===== src/rtl/gate_array_pipelined.sv =====
// Run-time selectable array of 2-input gates with valid-tagged pipeline and a saturating
// output-activity counter. Defaults to NAND so it drops in for the quad NAND part.
module gate_array_pipelined #(
    parameter int unsigned CHANNELS    = 4,
    parameter int unsigned PIPE_STAGES = 1,
    parameter int unsigned CNT_W       = 16
) (
    input  logic                clk,
    input  logic                rst_n,
    input  logic [CHANNELS-1:0] A,
    input  logic [CHANNELS-1:0] B,
    input  logic                in_valid,
    input  logic [2:0]          func_sel,
    input  logic                func_load,
    input  logic                cnt_clr,
    output logic [CHANNELS-1:0] Y,
    output logic                out_valid,
    output logic [2:0]          func_cur,
    output logic                func_err,
    output logic [CNT_W-1:0]    act_cnt
);

    typedef enum logic [2:0] {
        FnNand = 3'd0,
        FnAnd  = 3'd1,
        FnNor  = 3'd2,
        FnOr   = 3'd3,
        FnXor  = 3'd4,
        FnXnor = 3'd5
    } func_e;

    func_e               func_q, func_d;
    logic                func_err_q, func_err_d;
    logic [CHANNELS-1:0] gate_y;
    logic [CHANNELS-1:0] y_prev_q, y_prev_d;
    logic [CNT_W-1:0]    act_cnt_q, act_cnt_d;

    // Element 0 is the stage-0 input; element s+1 is the output of stage s.
    logic [CHANNELS-1:0] stg_data [PIPE_STAGES+1];
    logic                stg_vld  [PIPE_STAGES+1];

    // Function register: illegal codes are rejected and flagged for one cycle.
    always_comb begin
        func_d     = func_q;
        func_err_d = 1'b0;
        if (func_load) begin
            if (func_sel <= 3'd5) begin
                func_d = func_e'(func_sel);
            end else begin
                func_err_d = 1'b1;
            end
        end
    end

    always_ff @(posedge clk or negedge rst_n) begin
        if (!rst_n) begin
            func_q     <= FnNand;
            func_err_q <= 1'b0;
        end else begin
            func_q     <= func_d;
            func_err_q <= func_err_d;
        end
    end

    // Evaluated with the pre-edge function, so a simultaneous load only affects later samples.
    always_comb begin
        unique case (func_q)
            FnNand:  gate_y = ~(A & B);
            FnAnd:   gate_y = A & B;
            FnNor:   gate_y = ~(A | B);
            FnOr:    gate_y = A | B;
            FnXor:   gate_y = A ^ B;
            FnXnor:  gate_y = ~(A ^ B);
            default: gate_y = ~(A & B);
        endcase
    end

    assign stg_data[0] = gate_y;
    assign stg_vld[0]  = in_valid;

    for (genvar s = 0; s < PIPE_STAGES; s++) begin : g_stage
        logic [CHANNELS-1:0] data_q, data_d;
        logic                vld_q, vld_d;

        // Data only moves with a valid beat, so bubbles leave every stage (and Y) untouched.
        always_comb begin
            vld_d  = stg_vld[s];
            data_d = stg_vld[s] ? stg_data[s] : data_q;
        end

        always_ff @(posedge clk or negedge rst_n) begin
            if (!rst_n) begin
                data_q <= '0;
                vld_q  <= 1'b0;
            end else begin
                data_q <= data_d;
                vld_q  <= vld_d;
            end
        end

        assign stg_data[s+1] = data_q;
        assign stg_vld[s+1]  = vld_q;
    end

    assign Y         = stg_data[PIPE_STAGES];
    assign out_valid = stg_vld[PIPE_STAGES];

    // Clear beats a simultaneous increment; y_prev tracks every valid beat regardless.
    always_comb begin
        act_cnt_d = act_cnt_q;
        y_prev_d  = y_prev_q;
        if (out_valid) begin
            y_prev_d = Y;
        end
        if (cnt_clr) begin
            act_cnt_d = '0;
        end else if (out_valid && (Y != y_prev_q) && (act_cnt_q != {CNT_W{1'b1}})) begin
            act_cnt_d = act_cnt_q + CNT_W'(1);
        end
    end

    always_ff @(posedge clk or negedge rst_n) begin
        if (!rst_n) begin
            act_cnt_q <= '0;
            y_prev_q  <= '0;
        end else begin
            act_cnt_q <= act_cnt_d;
            y_prev_q  <= y_prev_d;
        end
    end

    assign func_cur = func_q;
    assign func_err = func_err_q;
    assign act_cnt  = act_cnt_q;

endmodule


===== config.mk =====
export PLATFORM = sky130hd
export DESIGN_NAME = gate_array_pipelined
export DESIGN_NICKNAME = d
export VERILOG_FILES = /design/src/rtl/gate_array_pipelined.sv
export SDC_FILE = /design/constraint.sdc
export NUM_CORES = 1
export LEC_CHECK = 0
export BUFFER_PORTS_ARGS = -buffer_cell sky130_fd_sc_hd__buf_2
export CORE_MARGIN = 2
export CORE_UTILIZATION = 45
export CTS_BUF_LIST = sky130_fd_sc_hd__clkbuf_16
export DETAILED_ROUTE_END_ITERATION = 10
export HOLD_SLACK_MARGIN = 0.12
export PLACE_DENSITY = 0.74
export SYNTH_ARGS = -nofsm -noshare
export SYNTH_HDL_FRONTEND = slang
export SYNTH_SLANG_ARGS = --single-unit

===== constraint.sdc =====
create_clock -name clk -period 2.2 [get_ports clk]
set_input_delay 0.44 -clock clk [delete_from_list [all_inputs] [get_ports clk]]
set_output_delay 0.44 -clock clk [all_outputs]
set_load 0.03 [all_outputs]

# ---- Word level (Yosys, flattened, before mapping)
# Index checks and enable logic that the tools add are counted.
dict set report totals {
  reg_bits 29
  input_bits 16
  output_inout_bits 25
  word_cells 30
}
dict set report classes {
  n_addsub 1
  order_cmp 1
  n_eq_ne 7
  mux 5
  n_bitwise 6
  n_reduce_logical 4
}
# operator n
set ops {}
lappend ops {{2-to-1 mux 16 bit} 2}
lappend ops {{case mux 4 bit (5 select lines)} 1}
lappend ops {{adder 16 x 1 -> 16 bit, second input constant} 1}
lappend ops {{inequality test 16 bit, second input constant} 1}
lappend ops {{inverter 4 bit} 3}
lappend ops {{equality test 3 x 2 -> 1 bit, second input constant} 2}
lappend ops {{equality test 3 bit, second input constant} 2}
lappend ops {{AND 4 bit} 1}
lappend ops {{inequality test 4 bit} 1}
lappend ops {{bitwise OR 4 bit} 1}
lappend ops {{XOR 4 bit} 1}
lappend ops {{equality test 3 x 1 -> 1 bit, second input constant} 1}
lappend ops {{less-or-equal comparator 3 bit, second input constant} 1}
lappend ops {{logical AND 1 bit} 2}
lappend ops {{2-to-1 mux 1 bit} 2}
lappend ops {{AND reduction 2 bit} 1}
lappend ops {{nonzero test 2 bit} 1}

# ---- Logic depth before layout (Yosys ltp)
# Gate-level depths: netlist (run 1).
dict set report logic_depth {
  ltp_word 5
  mapped_depth 6
  depth_no_buf 6
}

# ---- Worst setup path before layout (run 1)
# Ideal clock, no wire load.
dict set report synth_path {
  kind {flip-flop to flip-flop}
  startpoint {reg act_cnt_q[0], in the netlist act_cnt[0]}
  endpoint {reg act_cnt_q[6], in the netlist act_cnt[6]}
  setup_time_ns 0.128
  arrival_ns 1.874
  required_time_ns 2.072
  setup_slack_ns 0.199
  path_stages_with_launch 6
  n_path_buf 0
  synth_period_minus_slack_ns 2.001
  path_cell_list {dfrtp_1 ha_1 nand4_2 nor4_4 nor4b_1 mux2_1}
}
dict set report synth_via {
  elab_chain_len 3
  elab_cells_between_ends 6
  cone_classes {add/sub: 1; eq/ne: 1; mux: 2; reduce/logical: 2}
}
# item line_no
set synth_rtl {}
lappend synth_rtl {{start, declared} 36} ;# logic [CNT_W-1:0] act_cnt_q, act_cnt_d;
lappend synth_rtl {{start signal, assigned} 127} ;# act_cnt_q <= act_cnt_d;
lappend synth_rtl {{adder 16 x 1 -> 16 bit or inequality test 16 bit (tied branches)} {118, 117}}
lappend synth_rtl {{2-to-1 mux 16 bit or logical AND 1 bit (tied branches)} 117} ;# end else if (out_valid && (Y != y_prev_q) && (act_cnt_q != {CNT_W{1'b1}})) begin
lappend synth_rtl {{2-to-1 mux 16 bit or nonzero test 2 bit (tied branches)} n/a}
# Several ways; a longest one is shown, not always the timed one. The select of a mux whose other input is x is not followed.
# A chain may end at the register's enable or synchronous reset.

# ---- Worst setup path after layout (run 1)
dict set report layout_path {
  startpoint {reg act_cnt_q[0], in the netlist act_cnt[0]}
  endpoint {reg act_cnt_q[10], in the netlist act_cnt[10]}
}
# The elaborated chain is that of the path after synthesis.

==> results of run 1 <==
==> flip-flops by register name, indices dropped and copies added (netlist names) <==
name and cells:
out_valid 1, Y 4, func_err 1, y_prev_q 4, func_cur 3, act_cnt 16
==> metal layers <==
| metal | routed length (um) | part of all wire, % | up-vias |
|---|---|---|---|
| met5 | 0 | 0 | - |
| li1 | - | - | 796 |
| met4 | 55 | 1.4 | 0 |
| met1 | 1876 | 48 | 749 |
| met3 | 191 | 4.9 | 6 |
| met2 | 1811 | 46 | 40 |
==> cell families after synthesis <==
group	Yosys count	share of synthesized area (%)
adder cells (fa/ha/maj)	9	6.024
multiplexers	11	6.560
AND/OR/NAND/NOR	65	20.82
buffers and inverters	21	5.622
flip-flops	29	38.82
XOR/XNOR	6	2.811
AO/OA/AOI/OAI	49	19.35
==> cells in the final DEF, fill, tap and decap left out, types with 2 or more instances in the layout <==
cell       instances
xor2_1             6
nand3_1            3
nand4_2            2
mux2_1             9
buf_4              4
nor2b_1            8
o221ai_1           4
o21a_1             4
nand2_1           11
or3_1              4
a21oi_1           11
buf_2             40
clkbuf_16          5
o22ai_1            3
nor2_1            13
dfrtp_1           29
o21ai_1            2
a31oi_1            3
and3_1             3
o31a_1             3
o41ai_1            3
a2bb2oi_1          3
o22a_1             3
or4_1              4
nor4_1             7
inv_1             12
ha_1               9
o21ai_0            3
o31ai_1            3
nand4_1            4
==> final timing paths <==
check	depth (start not counted)	startpoint	endpoint
min in group clk	1	in_valid	out_valid$_DFF_PN0_
worst max-delay path	6	act_cnt[0]$_DFFE_PN0P_	act_cnt[10]$_DFFE_PN0P_
worst max register to register	6	act_cnt[0]$_DFFE_PN0P_	act_cnt[10]$_DFFE_PN0P_
max in group asynchronous	1	rst_n	y_prev_q[1]$_DFFE_PN0P_
worst min-delay path	1	rst_n	act_cnt[13]$_DFFE_PN0P_
worst min register to register	1	y_prev_q[3]$_DFFE_PN0P_	y_prev_q[3]$_DFFE_PN0P_
==> report_power, final <==
part | internal (mW) | total (mW) | leakage, nW | switching (mW)
Sequential | 0.584 | 0.651 | 0.372 | 0.0673
Combinational | 0.135 | 0.351 | 0.634 | 0.216
Clock | 0.402 | 0.612 | 0.0685 | 0.211
==> worst max-delay path: stages, from the launching register on <==
cell and delay, ns:
dfrtp_1 0.41, ha_1 0.23, nand4_2 0.19, nor4_4 0.33, buf_4 0.23, nor4_1 0.07, mux2_1 0.34
==> final cells by class <==
type,instances,area (sq um),share of cell area [%]
multi-input combinational,140,1039,46.47
sequential,29,725.7,32.47
timing repair buffer,44,230.2,10.30
clock buffer,5,125.1,5.599
tap,50,62.56,2.800
inverter,12,45.04,2.016
clock inverter,2,7.507,0.3359
==> impl_results.md, run 1 <==
* Status: finished, final reports clean
* Worst VDD drop at around 0.00038 V
* Share of the synthesized area in the top cell type at just under 40%
* Initial DRC count at approximately 130
* Crit path kind: flop to flop
* GR Util met2 at 27.52%
* First-pass GRT wire length at roughly 6400 um
* Final instance area at ~2200 sq um
* Cts repair resizes at 0
* Yosys reg bits at 29
* Core Box Area at about 4000 sq um
* Slew headroom at between 50% and 60%
* Most frequent cell after synthesis: dfrtp_1
* Inst Count DP at ~280
* Cts bufs inserted at 5
* EDFF count, synth at 0
* Postcts setup bufs at 0
* Top cells by count, synth: dfrtp_1 (29), nor2_1 (13), a21oi_1 (11), inv_1 (11), nand2_1 (11)
* Async SR Flop Fraction at 100.0%
* Initial Utilization at 46.73%
* Element type at the critical path end: flop
* Area post-placement at approximately 2100 sq um
* Dominant cells by area after synthesis: dfrtp_1 (39%), ha_1 (6.0%), mux2_1 (5.4%)
* Pwr dens at 722.4 nW/um^2
* Routed Antenna Nets at 0
* Final Power at roughly 1.6 mW
* Max Slew Vio Count at 0
* Static leakage at 1.075 nW
* Worst skew pair latency at around 0.27 ns
* Startpoint Class: flop
* Total wire length at slightly below 4000 um
* Syn_nets at 215
* Num rows at 23
* Post-synthesis cell count at 190
* Fmax achieved at between 0.5 and 0.6 GHz
* Drt pass-1 iters at 4
* Post-DP HPWL at approximately 2900 um
* Clock transition at the registers of the reported paths at 0.05 ns
* Final min period at 1.931 ns
* Diodes inserted at 0
* Post-DR wirelength/cell at about 14 um
* Vias at 1591
* Via density per instance at 5.642
* Fillers at between 300 and 400
* Hold_ws at 0.1916 ns
* Critical Path Fanout Max at 13
* Post-Layout Cell Count at 282
* Initial antenna violation count at 0
* FF-to-FF setup slack at around 0.27 ns
* DRC at 0
* CTS tree: yes
* Cts hold-fix bufs at 0
* Vias in the first global route at approximately 1.4k
* Die width at 68.45 um
* Pin count of the biggest net entering global routing at 30
* Die area at about 4700 sq um
* Synth unique cells at 43
* Sequential fraction of the synthesis area at roughly two fifths
* Setup-failing EPs final at 0
* Worst EP arrival at about 2.1 ns
* Unrepaired setup endpoints after global routing: false
* Worst-margin pin slew at 0.6363 ns
* Top FF cell, synth: dfrtp_1
* Mapped Area at 1869 sq um
* TritonCTS Sinks at 29
* Fin crit share at between 80% and 90%
* Final hold violations at 0
* CTS max path bufs at 2
* Area Growth Syn to Fin at 19.54%
* Synth warn at 0
* Ports at between 40 and 50
* Die height at a little under 70 um
* PortBufs at 40
* Top Usage Layer GRT: met2
* Worst clock skew at 0.003587 ns
* Post-Route Utilization at around 56%
* Max cap viols at 0
* Final worst slack at around 0.27 ns
* Req. time, crit path at roughly 2.4 ns
* Mapped Avg Cell Area at about 9.8 sq um
* Yosys top cell by area: dfrtp_1
* GPL Wtd Cong at 0.7678
* Met1 usage at between 20% and 30%
* CTS Root Cell: clkbuf_16
* Final-stage net count at ~260
* Total Routing Usage GR at roughly 19%
* Post-place setup slack at approximately 0.29 ns
* Layout cell share with drive strength beyond 1 at 24.14%
* Gr ovfl total at 0
* Met3 Use GR at just under 5%
* Max H-tree Level at 2
* Post-route setup TNS at 0 ns
* Worst Hold Class: input pin to asynchronous set/reset pin
No activity file was read; power rests on OpenSTA's default activity.
==> inputs of run 2 (changes only) <==
CELL_PAD_IN_SITES_DETAIL_PLACEMENT = 1   (was default)
CELL_PAD_IN_SITES_GLOBAL_PLACEMENT = 1   (was default)
CORE_UTILIZATION = 41   (was 45)
PLACE_DENSITY = 0.85   (was 0.74)
==> run 2 against run 1 <==
Compared with the run above: core utilization down 4.7 points; sequential cell count unchanged; worst setup slack got worse by 0.056 ns; via count is 5.7% higher; clock-buffer cell count did not move; non-clock buffer count unchanged; sequential power about the same; worst hold slack improved by 0.0052 ns; critical endpoint is now act_cnt[7]$_DFFE_PN0P_.
==> impl_results.md, run 2 (synthesis results as in run 1) <==
* Via density per instance at roughly 6
* GPL Wtd Cong at ~0.75
* Cts hold-fix bufs at 0
* Vias in the first global route at about 1.7k
* Cts bufs inserted at 5
* Clk network pwr share at between 30% and 40%
* Initial DRC count at 91
* Initial Utilization at approximately 43%
* Most common cell after layout, fill and taps aside: buf_2
* Setup-failing EPs final at 0
* Max reg flops at 16
* Worst skew pair latency at ~0.28 ns
* Slew headroom at a little over half
* DRC at 0
* Die area at roughly 5000 sq um
* Post-DR wirelength/cell at 16.93 um
* Clock transition at the registers of the reported paths at ~0.050 ns
* Req. time, crit path at 2.37 ns
* Fin crit share at about nine tenths
* Routed Antenna Nets at 0
* Critical Path Source: act_cnt[0]$_DFFE_PN0P_
* Post-DP HPWL at approximately 3400 um
* Layout cell share with drive strength beyond 1 at 24.89%
* Fillers at 516
* Worst EP arrival at roughly 2.2 ns
* Die height at around 72 um
* Area Growth Syn to Fin at 20.01%
* CTS tree: yes
* Worst VDD drop at 0.0003059 V
* Post-place setup slack at 0.2863 ns
* Final-stage net count at 257
* Final hold violations at 0
* CTS max path bufs at 2
* Diodes inserted at 0
* Total wire length at about 4800 um
* Max H-tree Level at 2
* Comb power frac at between 20% and 30%
* Core Box Area at ~4400 sq um
* Cts repair resizes at 0
* Total Routing Usage GR at between 20% and 30%
* Die width at 71.52 um
* Crit path kind: flop to flop
* Max cap viols at 0
* Crit Reg-Reg Startpoint: act_cnt[0]$_DFFE_PN0P_
* Final min period at between 1.5 and 2 ns
* Critical Path Fanout Max at 12
* Postcts setup bufs at 0
* TritonCTS Sinks at 29
* Max Slew Vio Count at 0
* Fmax achieved at roughly 0.5 GHz
* Ports at 41
* Startpoint Class: flop
* Pin count of the biggest net entering global routing at 30
* Gr ovfl total at 0
* Cell-internal power at 1.133 mW
* Flop pwr share at about 39%
* PortBufs at 40
* Worst-margin pin slew at between 0.6 and 0.7 ns
* Switching power at about 0.53 mW
* Drt pass-1 iters at 4
* Worst clock skew at about 0.0061 ns
* Vias at between 1.5k and 2k
* Pwr dens at 743.1 nW/um^2
* First-pass GRT wire length at ~8300 um
* Post-route setup TNS at 0 ns
* Element type at the critical path end: flop
* Static leakage at 1.080 nW
* Status: finished, final reports clean
* Switch share at between 30% and 40%
* CTS Root Cell: clkbuf_16
* Final worst slack at between 0.2 and 0.25 ns
* Most frequent cells in the layout: buf_2 (40), dfrtp_1 (29), nor2_1 (13)
* Initial antenna violation count at 0
* Num rows at 24
* Worst Hold Class: input pin to asynchronous set/reset pin
* Unrepaired setup endpoints after global routing: false
## run 2: power groups by stage
stage / registers, mW / logic (mW) / clock network [mW]
floorplan: 0.693 / 0.222 / 0
global placement: 0.655 / 0.358 / 0
detailed placement: 0.659 / 0.368 / 0
CTS: 0.652 / 0.375 / 0.655
global route: 0.662 / 0.404 / 0.676
finish: 0.652 / 0.370 / 0.646
## run 2: metrics by stage
stage	cell area, sq um	instances	hold slack, ns	util (%)	power, mW
final	2243	285	0.1968	51.17	1.667
after global routing	2243	285	0.2527	51.17	1.742
after CTS	2243	285	0.2144	51.17	1.681
after detailed placement	2105	277	0.5021	48.00	1.027
after global placement	2105	277	0.4912	48.00	1.012
after floorplan	1869	190	0.1444	-	0.9157
## run 2: worst paths after layout
| kind | endpoint | slack [ns] | cells after the start |
|---|---|---|---|
| setup / recovery | act_cnt[7]$_DFFE_PN0P_ | 0.21 | 6 |
| hold / removal | act_cnt[9]$_DFFE_PN0P_ | 0.20 | 1 |
| setup reg to reg | act_cnt[7]$_DFFE_PN0P_ | 0.21 | 6 |
| hold reg to reg | y_prev_q[3]$_DFFE_PN0P_ | 0.51 | 1 |
| max in group asynchronous | Y[2]$_DFFE_PN0P_ | 1.57 | 1 |
| min in group clk | out_valid$_DFF_PN0_ | 0.38 | 1 |
## run 2: worst max-delay path, stage by stage (launching register included)
cell     delay [ns]
dfrtp_1        0.41
ha_1           0.25
nand4_2        0.19
nor4_4         0.51
buf_4          0.27
nor4_1         0.07
o21a_1         0.18
## run 2: metal layers
layer | GRT usage [%] | share of wire (%) | vias to the layer above
met3 | 5.063 | 4.4 | 11
li1 | - | - | 798
met5 | 0 | 0 | -
met1 | 27.42 | 46 | 835
met2 | 33.33 | 48 | 38
met4 | 8.176 | 2.2 | 0
## run 2: area by class of cell
cell class | instances | area (sq um) | share of cell area, %
multi-input combinational | 140 | 1039 | 46.29
sequential | 29 | 725.7 | 32.35
timing repair buffer | 44 | 230.2 | 10.26
clock buffer | 5 | 125.1 | 5.577
tap | 52 | 65.06 | 2.900
inverter | 12 | 45.04 | 2.008
clock inverter | 3 | 13.76 | 0.6135
